### config.mk
export PLATFORM = sky130hd
export DESIGN_NAME = multicycle_ctrl
export DESIGN_NICKNAME = d
export VERILOG_FILES = /design/src/rtl/multicycle_ctrl.sv
export SDC_FILE = /design/constraint.sdc
export NUM_CORES = 1
export LEC_CHECK = 0
export ABC_AREA = 1
export CORE_ASPECT_RATIO = 1.25
export CORE_MARGIN = 4
export CORE_UTILIZATION = 25
export CTS_BUF_LIST = sky130_fd_sc_hd__clkbuf_4 sky130_fd_sc_hd__clkbuf_8
export CTS_CLUSTER_SIZE = 30
export DETAILED_ROUTE_END_ITERATION = 10
export PLACE_DENSITY = 0.55
export SETUP_SLACK_MARGIN = 0.4
export SYNTH_ARGS = -nofsm -noshare
export SYNTH_HDL_FRONTEND = slang
export SYNTH_SLANG_ARGS = --single-unit
### constraint.sdc
create_clock -name clk -period 3.58 [get_ports clk]
set_input_delay 0.716 -clock clk [delete_from_list [all_inputs] [get_ports clk]]
set_output_delay 0.716 -clock clk [all_outputs]
set_load 0.02 [all_outputs]
### src/rtl/multicycle_ctrl.sv
// Multicycle MIPS-subset control unit: sequences fetch, decode and execute phases,
// stalls on the memory handshake and flags undecodable instructions.
module multicycle_ctrl #(
    parameter int unsigned EXT_BRANCH = 1,
    parameter int unsigned EXT_IMM    = 1,
    parameter int unsigned MEM_HS     = 1
) (
    input  logic       clk,
    input  logic       reset,
    input  logic [5:0] op,
    input  logic [5:0] funct,
    input  logic       zero,
    input  logic       alusign,
    input  logic       mem_ready,
    output logic       memreq,
    output logic       pcen,
    output logic       memwrite,
    output logic       irwrite,
    output logic       regwrite,
    output logic       alusrca,
    output logic       iord,
    output logic       memtoreg,
    output logic       regdst,
    output logic [1:0] alusrcb,
    output logic [1:0] pcsrc,
    output logic [2:0] alucontrol,
    output logic       illegal,
    output logic [3:0] state
);

    localparam int unsigned ST_W  = 4;
    localparam int unsigned OP_W  = 6;
    localparam int unsigned ALU_W = 3;

    localparam logic [ST_W-1:0] S_FETCH   = ST_W'(0);
    localparam logic [ST_W-1:0] S_DECODE  = ST_W'(1);
    localparam logic [ST_W-1:0] S_MEMADR  = ST_W'(2);
    localparam logic [ST_W-1:0] S_MEMRD   = ST_W'(3);
    localparam logic [ST_W-1:0] S_MEMWB   = ST_W'(4);
    localparam logic [ST_W-1:0] S_MEMWR   = ST_W'(5);
    localparam logic [ST_W-1:0] S_RTYPEEX = ST_W'(6);
    localparam logic [ST_W-1:0] S_RTYPEWB = ST_W'(7);
    localparam logic [ST_W-1:0] S_BREX    = ST_W'(8);
    localparam logic [ST_W-1:0] S_IMMEX   = ST_W'(9);
    localparam logic [ST_W-1:0] S_IMMWB   = ST_W'(10);
    localparam logic [ST_W-1:0] S_JEX     = ST_W'(11);

    localparam logic [OP_W-1:0] OP_RTYPE = 6'b000000;
    localparam logic [OP_W-1:0] OP_J     = 6'b000010;
    localparam logic [OP_W-1:0] OP_BEQ   = 6'b000100;
    localparam logic [OP_W-1:0] OP_BNE   = 6'b000101;
    localparam logic [OP_W-1:0] OP_BLEZ  = 6'b000110;
    localparam logic [OP_W-1:0] OP_BGTZ  = 6'b000111;
    localparam logic [OP_W-1:0] OP_ADDI  = 6'b001000;
    localparam logic [OP_W-1:0] OP_SLTI  = 6'b001010;
    localparam logic [OP_W-1:0] OP_LW    = 6'b100011;
    localparam logic [OP_W-1:0] OP_SW    = 6'b101011;

    localparam logic [OP_W-1:0] F_ADD = 6'b100000;
    localparam logic [OP_W-1:0] F_SUB = 6'b100010;
    localparam logic [OP_W-1:0] F_AND = 6'b100100;
    localparam logic [OP_W-1:0] F_OR  = 6'b100101;
    localparam logic [OP_W-1:0] F_SLT = 6'b101010;

    localparam logic [ALU_W-1:0] ALU_ADD = 3'b010;
    localparam logic [ALU_W-1:0] ALU_SUB = 3'b110;
    localparam logic [ALU_W-1:0] ALU_AND = 3'b000;
    localparam logic [ALU_W-1:0] ALU_OR  = 3'b001;
    localparam logic [ALU_W-1:0] ALU_SLT = 3'b111;

    logic [ST_W-1:0]  state_q, state_d;
    logic [OP_W-1:0]  op_q, op_d;
    logic [OP_W-1:0]  funct_q, funct_d;
    logic             mem_rdy;
    logic             funct_legal;
    logic [ST_W-1:0]  dec_next;
    logic             dec_illegal;
    logic [ALU_W-1:0] alu_rtype;
    logic [ALU_W-1:0] alu_imm;
    logic             take;

    assign mem_rdy = (MEM_HS != 0) ? mem_ready : 1'b1;
    assign state   = state_q;

    // State register plus the opcode/funct copy captured in DECODE.
    always_ff @(posedge clk) begin
        if (!reset) begin
            state_q <= S_FETCH;
            op_q    <= '0;
            funct_q <= '0;
        end else begin
            state_q <= state_d;
            op_q    <= op_d;
            funct_q <= funct_d;
        end
    end

    always_comb begin
        op_d    = op_q;
        funct_d = funct_q;
        if (state_q == S_DECODE) begin
            op_d    = op;
            funct_d = funct;
        end
    end

    // Instruction decode on the live instruction bits while in DECODE.
    always_comb begin
        funct_legal = 1'b0;
        case (funct)
            F_ADD, F_SUB, F_AND, F_OR, F_SLT: funct_legal = 1'b1;
            default:                          funct_legal = 1'b0;
        endcase
    end

    always_comb begin
        dec_next    = S_FETCH;
        dec_illegal = 1'b0;
        case (op)
            OP_LW, OP_SW: dec_next = S_MEMADR;
            OP_RTYPE: begin
                if (funct_legal) dec_next = S_RTYPEEX;
                else             dec_illegal = 1'b1;
            end
            OP_BEQ:  dec_next = S_BREX;
            OP_BNE, OP_BLEZ, OP_BGTZ: begin
                if (EXT_BRANCH != 0) dec_next = S_BREX;
                else                 dec_illegal = 1'b1;
            end
            OP_ADDI: dec_next = S_IMMEX;
            OP_SLTI: begin
                if (EXT_IMM != 0) dec_next = S_IMMEX;
                else              dec_illegal = 1'b1;
            end
            OP_J:    dec_next = S_JEX;
            default: dec_illegal = 1'b1;
        endcase
    end

    // Execute-phase controls come from the latched instruction copy.
    always_comb begin
        alu_rtype = ALU_ADD;
        case (funct_q)
            F_ADD:   alu_rtype = ALU_ADD;
            F_SUB:   alu_rtype = ALU_SUB;
            F_AND:   alu_rtype = ALU_AND;
            F_OR:    alu_rtype = ALU_OR;
            F_SLT:   alu_rtype = ALU_SLT;
            default: alu_rtype = ALU_ADD;
        endcase
    end

    assign alu_imm = (op_q == OP_SLTI) ? ALU_SLT : ALU_ADD;

    always_comb begin
        take = 1'b0;
        case (op_q)
            OP_BEQ:  take = zero;
            OP_BNE:  take = ~zero;
            OP_BLEZ: take = alusign | zero;
            OP_BGTZ: take = ~(alusign | zero);
            default: take = 1'b0;
        endcase
    end

    // Next-state logic; unused codes fall back to FETCH.
    always_comb begin
        state_d = S_FETCH;
        case (state_q)
            S_FETCH:   state_d = mem_rdy ? S_DECODE : S_FETCH;
            S_DECODE:  state_d = dec_next;
            S_MEMADR:  state_d = (op_q == OP_SW) ? S_MEMWR : S_MEMRD;
            S_MEMRD:   state_d = mem_rdy ? S_MEMWB : S_MEMRD;
            S_MEMWB:   state_d = S_FETCH;
            S_MEMWR:   state_d = mem_rdy ? S_FETCH : S_MEMWR;
            S_RTYPEEX: state_d = S_RTYPEWB;
            S_RTYPEWB: state_d = S_FETCH;
            S_BREX:    state_d = S_FETCH;
            S_IMMEX:   state_d = S_IMMWB;
            S_IMMWB:   state_d = S_FETCH;
            S_JEX:     state_d = S_FETCH;
            default:   state_d = S_FETCH;
        endcase
    end

    // Output decode; during reset present FETCH selects with all enables off.
    always_comb begin
        memreq     = 1'b0;
        pcen       = 1'b0;
        memwrite   = 1'b0;
        irwrite    = 1'b0;
        regwrite   = 1'b0;
        alusrca    = 1'b0;
        iord       = 1'b0;
        memtoreg   = 1'b0;
        regdst     = 1'b0;
        alusrcb    = 2'b00;
        pcsrc      = 2'b00;
        alucontrol = 3'b000;
        illegal    = 1'b0;
        if (!reset) begin
            alusrcb    = 2'b01;
            alucontrol = ALU_ADD;
        end else begin
            case (state_q)
                S_FETCH: begin
                    memreq     = 1'b1;
                    alusrcb    = 2'b01;
                    alucontrol = ALU_ADD;
                    irwrite    = mem_rdy;
                    pcen       = mem_rdy;
                end
                S_DECODE: begin
                    alusrcb    = 2'b11;
                    alucontrol = ALU_ADD;
                    illegal    = dec_illegal;
                end
                S_MEMADR: begin
                    alusrca    = 1'b1;
                    alusrcb    = 2'b10;
                    alucontrol = ALU_ADD;
                end
                S_MEMRD: begin
                    memreq = 1'b1;
                    iord   = 1'b1;
                end
                S_MEMWB: begin
                    memtoreg = 1'b1;
                    regwrite = 1'b1;
                end
                S_MEMWR: begin
                    memreq   = 1'b1;
                    iord     = 1'b1;
                    memwrite = 1'b1;
                end
                S_RTYPEEX: begin
                    alusrca    = 1'b1;
                    alucontrol = alu_rtype;
                end
                S_RTYPEWB: begin
                    regdst     = 1'b1;
                    regwrite   = 1'b1;
                    alucontrol = alu_rtype;
                end
                S_BREX: begin
                    alusrca    = 1'b1;
                    alucontrol = ALU_SUB;
                    pcsrc      = 2'b01;
                    pcen       = take;
                end
                S_IMMEX: begin
                    alusrca    = 1'b1;
                    alusrcb    = 2'b10;
                    alucontrol = alu_imm;
                end
                S_IMMWB: begin
                    regwrite   = 1'b1;
                    alucontrol = alu_imm;
                end
                S_JEX: begin
                    pcsrc = 2'b10;
                    pcen  = 1'b1;
                end
                default: ;
            endcase
        end
    end

endmodule
==> results.py, run 1 <==
metrics = {
    "status": {
        "outcome": "finished, final reports clean",
    },
    "synth": {
        "synth_cells": 189,
        "seq_area_frac_synth_pct": 28.3,
        "syn-num-nets": 206,
        "synth_edf_count": 0,
        "synthTopCellsByArea": "dfxtp_1, nand2_1, nor2_1",
        "ys_warn_count": 0,
        "synth_top_area_share_pct": 28.3,
        "synth_most_common_cell": "nand2_1",
        "synthesis.area_um2": 1130,
        "avgSynthCellArea_um2": 6.00,
        "synthArstFlopShare_pct": 0,
        "synthFlopType": "dfxtp_1",
        "synth-seq-cells": 16,
        "synth_common_cells": "nand2_1, nor2_1, inv_1, dfxtp_1, a21oi_1",
        "synth_top_cell_by_area": "dfxtp_1",
        "ys_types": 24,
    },
    "finish": {
        "n_antenna_cell": 0,
        "fin_util_pct": 36.8,
        "nets": 245,
        "syn2layout_area_growth_pct": 42.6,
        "drive_above_1_share_pct": 11.0,
    },
    "clocking": {
        "root_buffer": "clkbuf_8",
        "clk_pin_slew_ns": 0.06,
        "clock_latency_ns": 0.25,
        "cts_buffer_depth": 2,
        "cts_max_level": 1,
        "numCtsBuffers": 3,
        "cts_setup_buffers": 0,
        "cts_sinks": 16,
        "cts_tree": "built",
    },
    "detailed_routing": {
        "drt-initial-drc-count": 35,
        "vias_per_cell": 4.39,
        "wl_um": 3050,
        "drtPass1Iterations": 4,
        "wl_per_cell_um": 10.7,
        "remaining_drc_errors": 0,
        "dr_total_vias": 1251,
        "ant_nets": 0,
    },
    "timing": {
        "slew_violations": 0,
        "period_needed_ns": 3.07,
        "tns_ns": 0,
        "final.period_utilization_pct": 85.8,
        "setup_ws_ns": 0.510,
        "finalSetupViolCount": 0,
        "whs_ns": 0.456,
        "rsz0062_at_grt": "true",
        "max_freq_mhz": 326,
        "maxSlewHeadroom_pct": 66.3,
        "tightestPinTransition_ns": 0.505,
        "finalHoldViolCount": 0,
        "skew_ns": 0.00285,
    },
    "placement": {
        "io_buffers": 37,
        "gp_congestion": 0.857,
        "dpl_worst_slack_ns": 0.455,
        "dpl.hpwl_um": 2430,
    },
    "worst_hold_path": {
        "hp-class": "reg2reg",
        "hold_start": "funct_q[5]$_SDFFE_PN0P_",
    },
    "global_route": {
        "grtUsageMet2_pct": 18.0,
        "grt_max_degree": 20,
        "gr-total-overflow": 0,
        "gr-max-usage-layer": "met2",
        "grt_use_met3_pct": 1.22,
        "grt_util_all_layers_pct": 11.2,
        "grt_pass1_wl_um": 5020,
        "grtUsageMet1_pct": 14.7,
        "grt_pass1_vias": 1144,
        "antenna_found_initial": 0,
    },
    "floorplan": {
        "die_h_um": 83.3,
        "pin_count": 38,
        "core_area_um2": 4390,
        "initial_core_util_pct": 25.8,
        "die_w_um": 68.2,
        "rows": 27,
        "die_area_um2": 5680,
    },
    "setup_path": {
        "worstSetupStartpoint": "reset",
        "critPathCaptureType": "primary output",
        "critPathKind": "in2out",
        "crit_arrival_ns": 2.35,
        "critPathRequiredTime_ns": 2.86,
        "startpoint_type": "input pin",
        "r2r-start": "state[2]$_SDFF_PN0_",
        "crit_path_max_fanout": 16,
    },
    "run": {
        "cap_violations": 0,
    },
    "pwr": {
        "irDropWorstVdd_mv": 0.131,
        "power_switching_share_pct": 27.3,
        "p_sw_w": 0.000125,
        "p_clk_share_pct": 34.6,
        "p_per_area_nw_per_um2": 283,
        "p_comb_share_pct": 21.9,
        "sequentialPowerShare_pct": 43.5,
        "leakagePower_nw": 0.702,
        "p_int_w": 0.000332,
    },
}
-- critical path, stage by stage --
cell             delay [ns]
clkdlybuf4s50_1        0.49
inv_1                  0.23
a21oi_2                0.20
a31o_1                 0.12
clkdlybuf4s50_1        0.59
-- cells by family (layout without fill, tap and decap cells) --
family | Yosys count | in the layout | synth area share, %
XOR/XNOR | 1 | 1 | 0.773
AO/OA/AOI/OAI | 36 | 36 | 17.8
flip-flops | 16 | 16 | 28.3
AND/OR/NAND/NOR | 107 | 107 | 42.7
buffers and inverters | 29 | 67 | 10.5
-- routing by layer --
layer | wire [µm] | part of all wire, %
met4 | 50 | 1.6
met1 | 1440 | 47
met2 | 1430 | 47
met3 | 121 | 4.0
met5 | 0 | 0
-- through the flow --
stage	std cells	cell area [µm²]	total power (W)
2_1_floorplan	189	1130	0.000261
3_3_place_gp	281	1560	0.000304
3_5_place_dp	281	1560	0.000304
4_1_cts	285	1610	0.000464
5_1_grt	285	1620	0.000486
6_report	285	1620	0.000457
-- power groups by stage --
stage | combinational [W] | sequential [W] | clock, W
detailed placement | 0.000101 | 0.000203 | 0
global placement | 0.000101 | 0.000203 | 0
floorplan | 0.0000584 | 0.000202 | 0
CTS | 0.000102 | 0.000199 | 0.000163
global route | 0.000113 | 0.000200 | 0.000173
finish | 0.000100 | 0.000199 | 0.000158
-- placed cells by master (no fill, tap or decap), types with 4 or more instances in the layout --
cell type,count
o21ai_0,9
nor2_4,4
inv_1,19
dfxtp_1,16
nand2_2,5
nand2_1,41
o21ai_1,4
a21oi_1,15
nor2_1,38
clkbuf_8,4
nand3_1,11
inv_2,6
clkdlybuf4s50_1,36
-- what timing repair did --
item / 4_1_cts / 5_1_grt
setup endpoints to repair: 0 / 3
hold buffers: 0 / 0
resized for setup: 0 / 1
hold endpoints to repair: 0 / 0
-- final timing paths --
kind                            slack (ns)                 endpoint  depth (start not counted)
worst max-delay path                  0.51                   memreq                          5
worst min-delay path                  0.46  funct_q[5]$_SDFFE_PN0P_                          2
worst max register to register        2.13      state[1]$_SDFF_PN0_                          7
worst min register to register        0.46  funct_q[5]$_SDFFE_PN0P_                          2
-- registers in the layout, summed over array words and instances (netlist names) --
signal and count:
funct_q 6, op_q 6, state 4
-- final cells by class --
| class | count | area (µm²) |
|---|---|---|
| Fill cell | 490 | 2780 |
| Clock buffer | 4 | 55.1 |
| Timing Repair Buffer | 38 | 380 |
| Multi-Input combinational cell | 144 | 694 |
| Tap cell | 58 | 72.6 |
| Sequential cell | 16 | 320 |
| Inverter | 25 | 93.8 |
No activity file was read; power rests on OpenSTA's default activity.
==> inputs of run 2 (changes only) <==
DONT_BUFFER_PORTS = 1   (was unset)
PLACE_DENSITY = 0.44   (was 0.55)
SLEW_MARGIN = 30   (was unset)
==> run 2 against run 1 <==
Against the previous run: wire length increased by 3.2%; utilization decreased by 8.7 points; worst hold slack improved by 0.0062 ns; largest cell class unchanged; largest power group unchanged.
==> results.py, run 2 (same netlist as run 1, synthesis figures left out) <==
metrics = {
    "status": {
        "outcome": "finished, final reports clean",
    },
    "pwr": {
        "irDropWorstVdd_mv": 0.127,
        "p_per_area_nw_per_um2": 345,
        "power_switching_share_pct": 27.7,
        "p_comb_share_pct": 15.1,
        "sequentialPowerShare_pct": 46.9,
        "p_sw_w": 0.000118,
        "leakagePower_nw": 0.543,
        "p_clk_share_pct": 38.0,
        "p_int_w": 0.000308,
    },
    "clocking": {
        "clk_pin_slew_ns": 0.07,
        "cts_max_level": 1,
        "clock_latency_ns": 0.25,
        "numCtsBuffers": 3,
        "hold_buffers": 0,
        "root_buffer": "clkbuf_8",
        "cts_buffer_depth": 2,
        "cts_sinks": 16,
        "cts-resized-gates": 0,
        "cts_setup_buffers": 0,
        "cts_tree": "built",
    },
    "timing": {
        "max_freq_mhz": 387,
        "period_needed_ns": 2.59,
        "rsz0062_at_grt": "false",
        "skew_ns": 0.00260,
        "finalHoldViolCount": 0,
        "tns_ns": 0,
        "final.period_utilization_pct": 72.3,
        "tightestPinTransition_ns": 0.663,
        "finalSetupViolCount": 0,
        "maxSlewHeadroom_pct": 55.3,
        "slew_violations": 0,
    },
    "global_route": {
        "grt_pass1_wl_um": 5180,
        "grt_max_degree": 20,
        "antenna_found_initial": 0,
        "grt_pass1_vias": 1136,
        "grt_util_all_layers_pct": 11.6,
        "gr-total-overflow": 0,
    },
    "placement": {
        "io_buffers": 0,
        "place_area_um2": 1180,
        "placed_cells": 243,
        "dpl.hpwl_um": 2550,
        "gp_congestion": 0.737,
    },
    "run": {
        "cap_violations": 0,
    },
    "finish": {
        "drive_above_1_share_pct": 12.7,
        "fin_area_um2": 1240,
        "final_common_cell": "nand2_1",
        "fillers": 531,
        "n_antenna_cell": 0,
        "final_cell_mix": "nand2_1, nor2_1, inv_1",
        "syn2layout_area_growth_pct": 9.05,
        "final_cells": 247,
        "nets": 207,
    },
    "detailed_routing": {
        "drt-initial-drc-count": 51,
        "vias_per_cell": 4.53,
        "remaining_drc_errors": 0,
        "drtPass1Iterations": 4,
        "wl_per_cell_um": 12.7,
        "dr_total_vias": 1120,
        "wl_um": 3140,
        "ant_nets": 0,
    },
    "setup_path": {
        "crit_path_max_fanout": 4,
        "crit_arrival_ns": 1.87,
        "critPathKind": "reg2out",
        "critPathRequiredTime_ns": 2.86,
        "crit_chain": "inv_2 > nor2_4 > nand2_2 > nor3_1 > nand2_1 > a21oi_1",
        "cpPeakStageDelay_ns": 0.60,
        "startpoint_type": "register",
        "crit_slowest_cell": "dfxtp_1",
        "critPathCaptureType": "primary output",
    },
    "floorplan": {
        "pin_count": 38,
        "rows": 27,
        "die_area_um2": 5680,
        "die_h_um": 83.3,
        "initial_core_util_pct": 25.8,
        "core_area_um2": 4390,
        "die_w_um": 68.2,
    },
    "worst_hold_path": {
        "hp-class": "reg2reg",
    },
}
==> run 2: worst max-delay path: cells and delay by family, from the launching register on <==
family	cells	cell delay, ns
flops	1	0.60
simple gates	4	0.55
compound gates	1	0.37
buf+inv	1	0.10
==> run 2: worst paths after layout <==
path              slack, ns  cells past startpoint                      end               startpoint
setup reg to reg       2.03                      7      state[1]$_SDFF_PN0_      state[2]$_SDFF_PN0_
hold / removal         0.46                      2  funct_q[5]$_SDFFE_PN0P_  funct_q[5]$_SDFFE_PN0P_
setup / recovery       0.99                      6                     pcen      state[3]$_SDFF_PN0_
hold reg to reg        0.46                      2  funct_q[5]$_SDFFE_PN0P_  funct_q[5]$_SDFFE_PN0P_
==> run 2: final cells by class <==
class                           count  area [µm²]  share of cell area [%]
Clock buffer                        4        55.1                    4.45
Inverter                           25        93.8                    7.59
Multi-Input combinational cell    144         694                    56.2
Sequential cell                    16         320                    25.9
Tap cell                           58        72.6                    5.87
==> run 2: power by group through the flow <==
stage	clock network [W]	logic, W	registers [W]
floorplan	0	0.0000584	0.000202
global placement	0	0.0000657	0.000205
detailed placement	0	0.0000651	0.000205
CTS	0.000168	0.0000653	0.000200
global route	0.000176	0.0000750	0.000202
finish	0.000162	0.0000643	0.000200
==> run 2: per-stage QoR <==
step | total power (W) | utilization, % | setup slack (ns) | hold WS (ns)
6_report | 0.000427 | 28.1 | 0.993 | 0.462
5_1_grt | 0.000453 | 28.1 | 0.879 | 0.495
4_1_cts | 0.000434 | 28.1 | 0.955 | 0.464
3_5_place_dp | 0.000270 | 26.9 | 1.23 | 0.453
3_3_place_gp | 0.000270 | 26.9 | 1.21 | 0.455
2_1_floorplan | 0.000261 | - | 1.42 | 0.430
==> run 2: per-layer routing <==
| metal | track usage (%) | vias to the layer above | routed length (µm) |
|---|---|---|---|
| met3 | 2.17 | 4 | 215 |
| met1 | 13.9 | 488 | 1390 |
| met2 | 19.3 | 28 | 1480 |
| li1 | - | 600 | - |
| met5 | 0 | - | 0 |
| met4 | 5.42 | 0 | 60 |
==> inputs of run 3 (changes only) <==
clock period = 2.4 ns   (was 3.58 ns; I/O delays follow)
==> run 3 against run 2 <==
Against the previous run: clock power grew 51%; highest routed layer unchanged; clock skew increased by 0.00089 ns; sequential share of layout area fell by 0.89 points; sequential cell count stayed put; first-iteration DRC count is 45% higher; register-to-register slack lost 0.97 ns; global-route usage rose by 0.56 points; final area increased by 8.4%.
==> results.py, run 3 (same netlist as run 1, synthesis figures left out) <==
metrics = {
    "floorplan": {
        "pin_count": 38,
        "core_area_um2": 4390,
        "rows": 27,
        "die_w_um": 68.2,
        "die_h_um": 83.3,
        "die_area_um2": 5680,
        "initial_core_util_pct": 25.8,
    },
    "finish": {
        "n_antenna_cell": 0,
        "fillers": 512,
        "drive_above_1_share_pct": 21.0,
        "multiInputGateArea_um2": 736,
        "final_cell_mix": "nand2_1, nor2_1, inv_1",
        "seqCellArea_um2": 335,
        "final_common_cell": "nand2_1",
        "nets": 213,
        "syn2layout_area_growth_pct": 18.2,
    },
    "setup_path": {
        "critPathCaptureType": "primary output",
        "startpoint_type": "register",
        "critPathKind": "reg2out",
        "r2r_cells": 7,
        "crit_path_max_fanout": 5,
        "crit_arrival_ns": 1.53,
        "regToRegSetupSlack_ns": 1.06,
        "r2r-start": "state[3]$_SDFF_PN0_",
        "r2r-end": "state[1]$_SDFF_PN0_",
        "crit_end": "alucontrol[0]",
        "worstSetupStartpoint": "state[3]$_SDFF_PN0_",
        "critPathRequiredTime_ns": 1.92,
    },
    "detailed_routing": {
        "dr_total_vias": 1166,
        "wl_per_cell_um": 12.7,
        "maxUsedRoutingLayer": "met4",
        "drt-initial-drc-count": 74,
        "dr_wl_met3_um": 218,
        "vias_per_cell": 4.61,
        "remaining_drc_errors": 0,
        "wl_met2_um": 1540,
        "drtPass1Iterations": 4,
        "ant_nets": 0,
        "wl_um": 3210,
        "met1_length_um": 1380,
    },
    "timing": {
        "setup_ws_ns": 0.391,
        "finalSetupViolCount": 0,
        "slew_violations": 0,
        "max_freq_mhz": 498,
        "maxSlewHeadroom_pct": 61.6,
        "period_needed_ns": 2.01,
        "rsz0062_at_grt": "true",
        "finalHoldViolCount": 0,
        "skew_ns": 0.00349,
        "tightestPinTransition_ns": 0.575,
        "final.period_utilization_pct": 83.7,
        "tns_ns": 0,
    },
    "placement": {
        "gp_congestion": 0.740,
        "dpl.hpwl_um": 2540,
        "dpl_worst_slack_ns": 0.390,
        "io_buffers": 0,
    },
    "global_route": {
        "antenna_found_initial": 0,
        "grt_util_all_layers_pct": 12.2,
        "grt_pass1_vias": 1128,
        "grt_max_degree": 20,
        "gr-total-overflow": 0,
        "grt_pass1_wl_um": 5420,
    },
    "clocking": {
        "root_buffer": "clkbuf_8",
        "cts_max_level": 1,
        "cts_sinks": 16,
        "clk_pin_slew_ns": 0.07,
        "cts_tree": "built",
        "clock_latency_ns": 0.25,
        "numCtsBuffers": 3,
        "hold_buffers": 0,
        "cts_buffer_depth": 2,
    },
    "pwr": {
        "irDropWorstVdd_mv": 0.125,
        "p_per_area_nw_per_um2": 483,
        "leakagePower_nw": 0.585,
    },
    "worst_hold_path": {
        "hp-class": "in2reg",
    },
    "run": {
        "cap_violations": 0,
    },
    "status": {
        "outcome": "finished, final reports clean",
    },
}
run 3: cell count changes in the layout (fill, tap and decap cells not counted), moves of 2 or more:
cell	previous run	this run
buf_4	0	6
dfxtp_1	16	12
dfxtp_4	0	4
nor2_1	38	36
nor2_4	4	6
run 3: how the worst min path moves through the flow:
| stage | from | to | slack (ns) | depth (start not counted) |
|---|---|---|---|---|
| floorplan | funct_q[5]$_SDFFE_PN0P_ | funct_q[5]$_SDFFE_PN0P_ | 0.43 | 2 |
| global placement | funct_q[5]$_SDFFE_PN0P_ | funct_q[5]$_SDFFE_PN0P_ | 0.45 | 2 |
| detailed placement | funct_q[5]$_SDFFE_PN0P_ | funct_q[5]$_SDFFE_PN0P_ | 0.45 | 2 |
| CTS | reset | funct_q[4]$_SDFFE_PN0P_ | 0.35 | 2 |
| global route | reset | funct_q[5]$_SDFFE_PN0P_ | 0.36 | 2 |
| finish | reset | funct_q[5]$_SDFFE_PN0P_ | 0.36 | 2 |
run 3: layer usage:
layer  vias up  global-route usage (%)
met5         -                       0
met4         0                    5.42
met3         7                    2.84
met2        37                    19.1
met1       506                    15.4
li1        616                       -
run 3: final cells by class:
class / instances / share of cell area (%)
Clock buffer: 4 / 4.11
Sequential cell: 16 / 25.0
Multi-Input combinational cell: 144 / 54.9
Tap cell: 58 / 5.42
Inverter: 25 / 7.19
Timing Repair Buffer: 6 / 3.36
run 3: where the power goes:
| part | internal (W) | switching [W] |
|---|---|---|
| registers | 0.000281 | 0.0000153 |
| logic | 0.0000347 | 0.0000723 |
| clock network | 0.000146 | 0.0000979 |
| total | 0.000461 | 0.000186 |
run 3: timing repair:
action / in CTS / in global routing
buffers inserted: 1 / 1
gates resized for setup: 15 / 5
setup endpoints to repair: 16 / 7
pin swaps: 2 / 2
run 3: worst max-delay path: stages, from the launching register on:
cell and delay (ns):
dfxtp_4 0.43, inv_2 0.07, nor2_4 0.15, nand2_2 0.12, nand2_1 0.08, nand3_1 0.08
a21oi_1 0.17, buf_4 0.17
run 3: stage by stage:
step | instances | hold WS [ns] | cell area, µm² | util, % | total power (W)
after global routing | 253 | 0.360 | 1340 | 30.5 | 0.000689
final | 253 | 0.358 | 1340 | 30.5 | 0.000647
after detailed placement | 247 | 0.455 | 1210 | 27.6 | 0.000405
after floorplan | 189 | 0.430 | 1130 | - | 0.000389
after global placement | 247 | 0.448 | 1210 | 27.6 | 0.000406
after CTS | 252 | 0.355 | 1320 | 30.0 | 0.000651
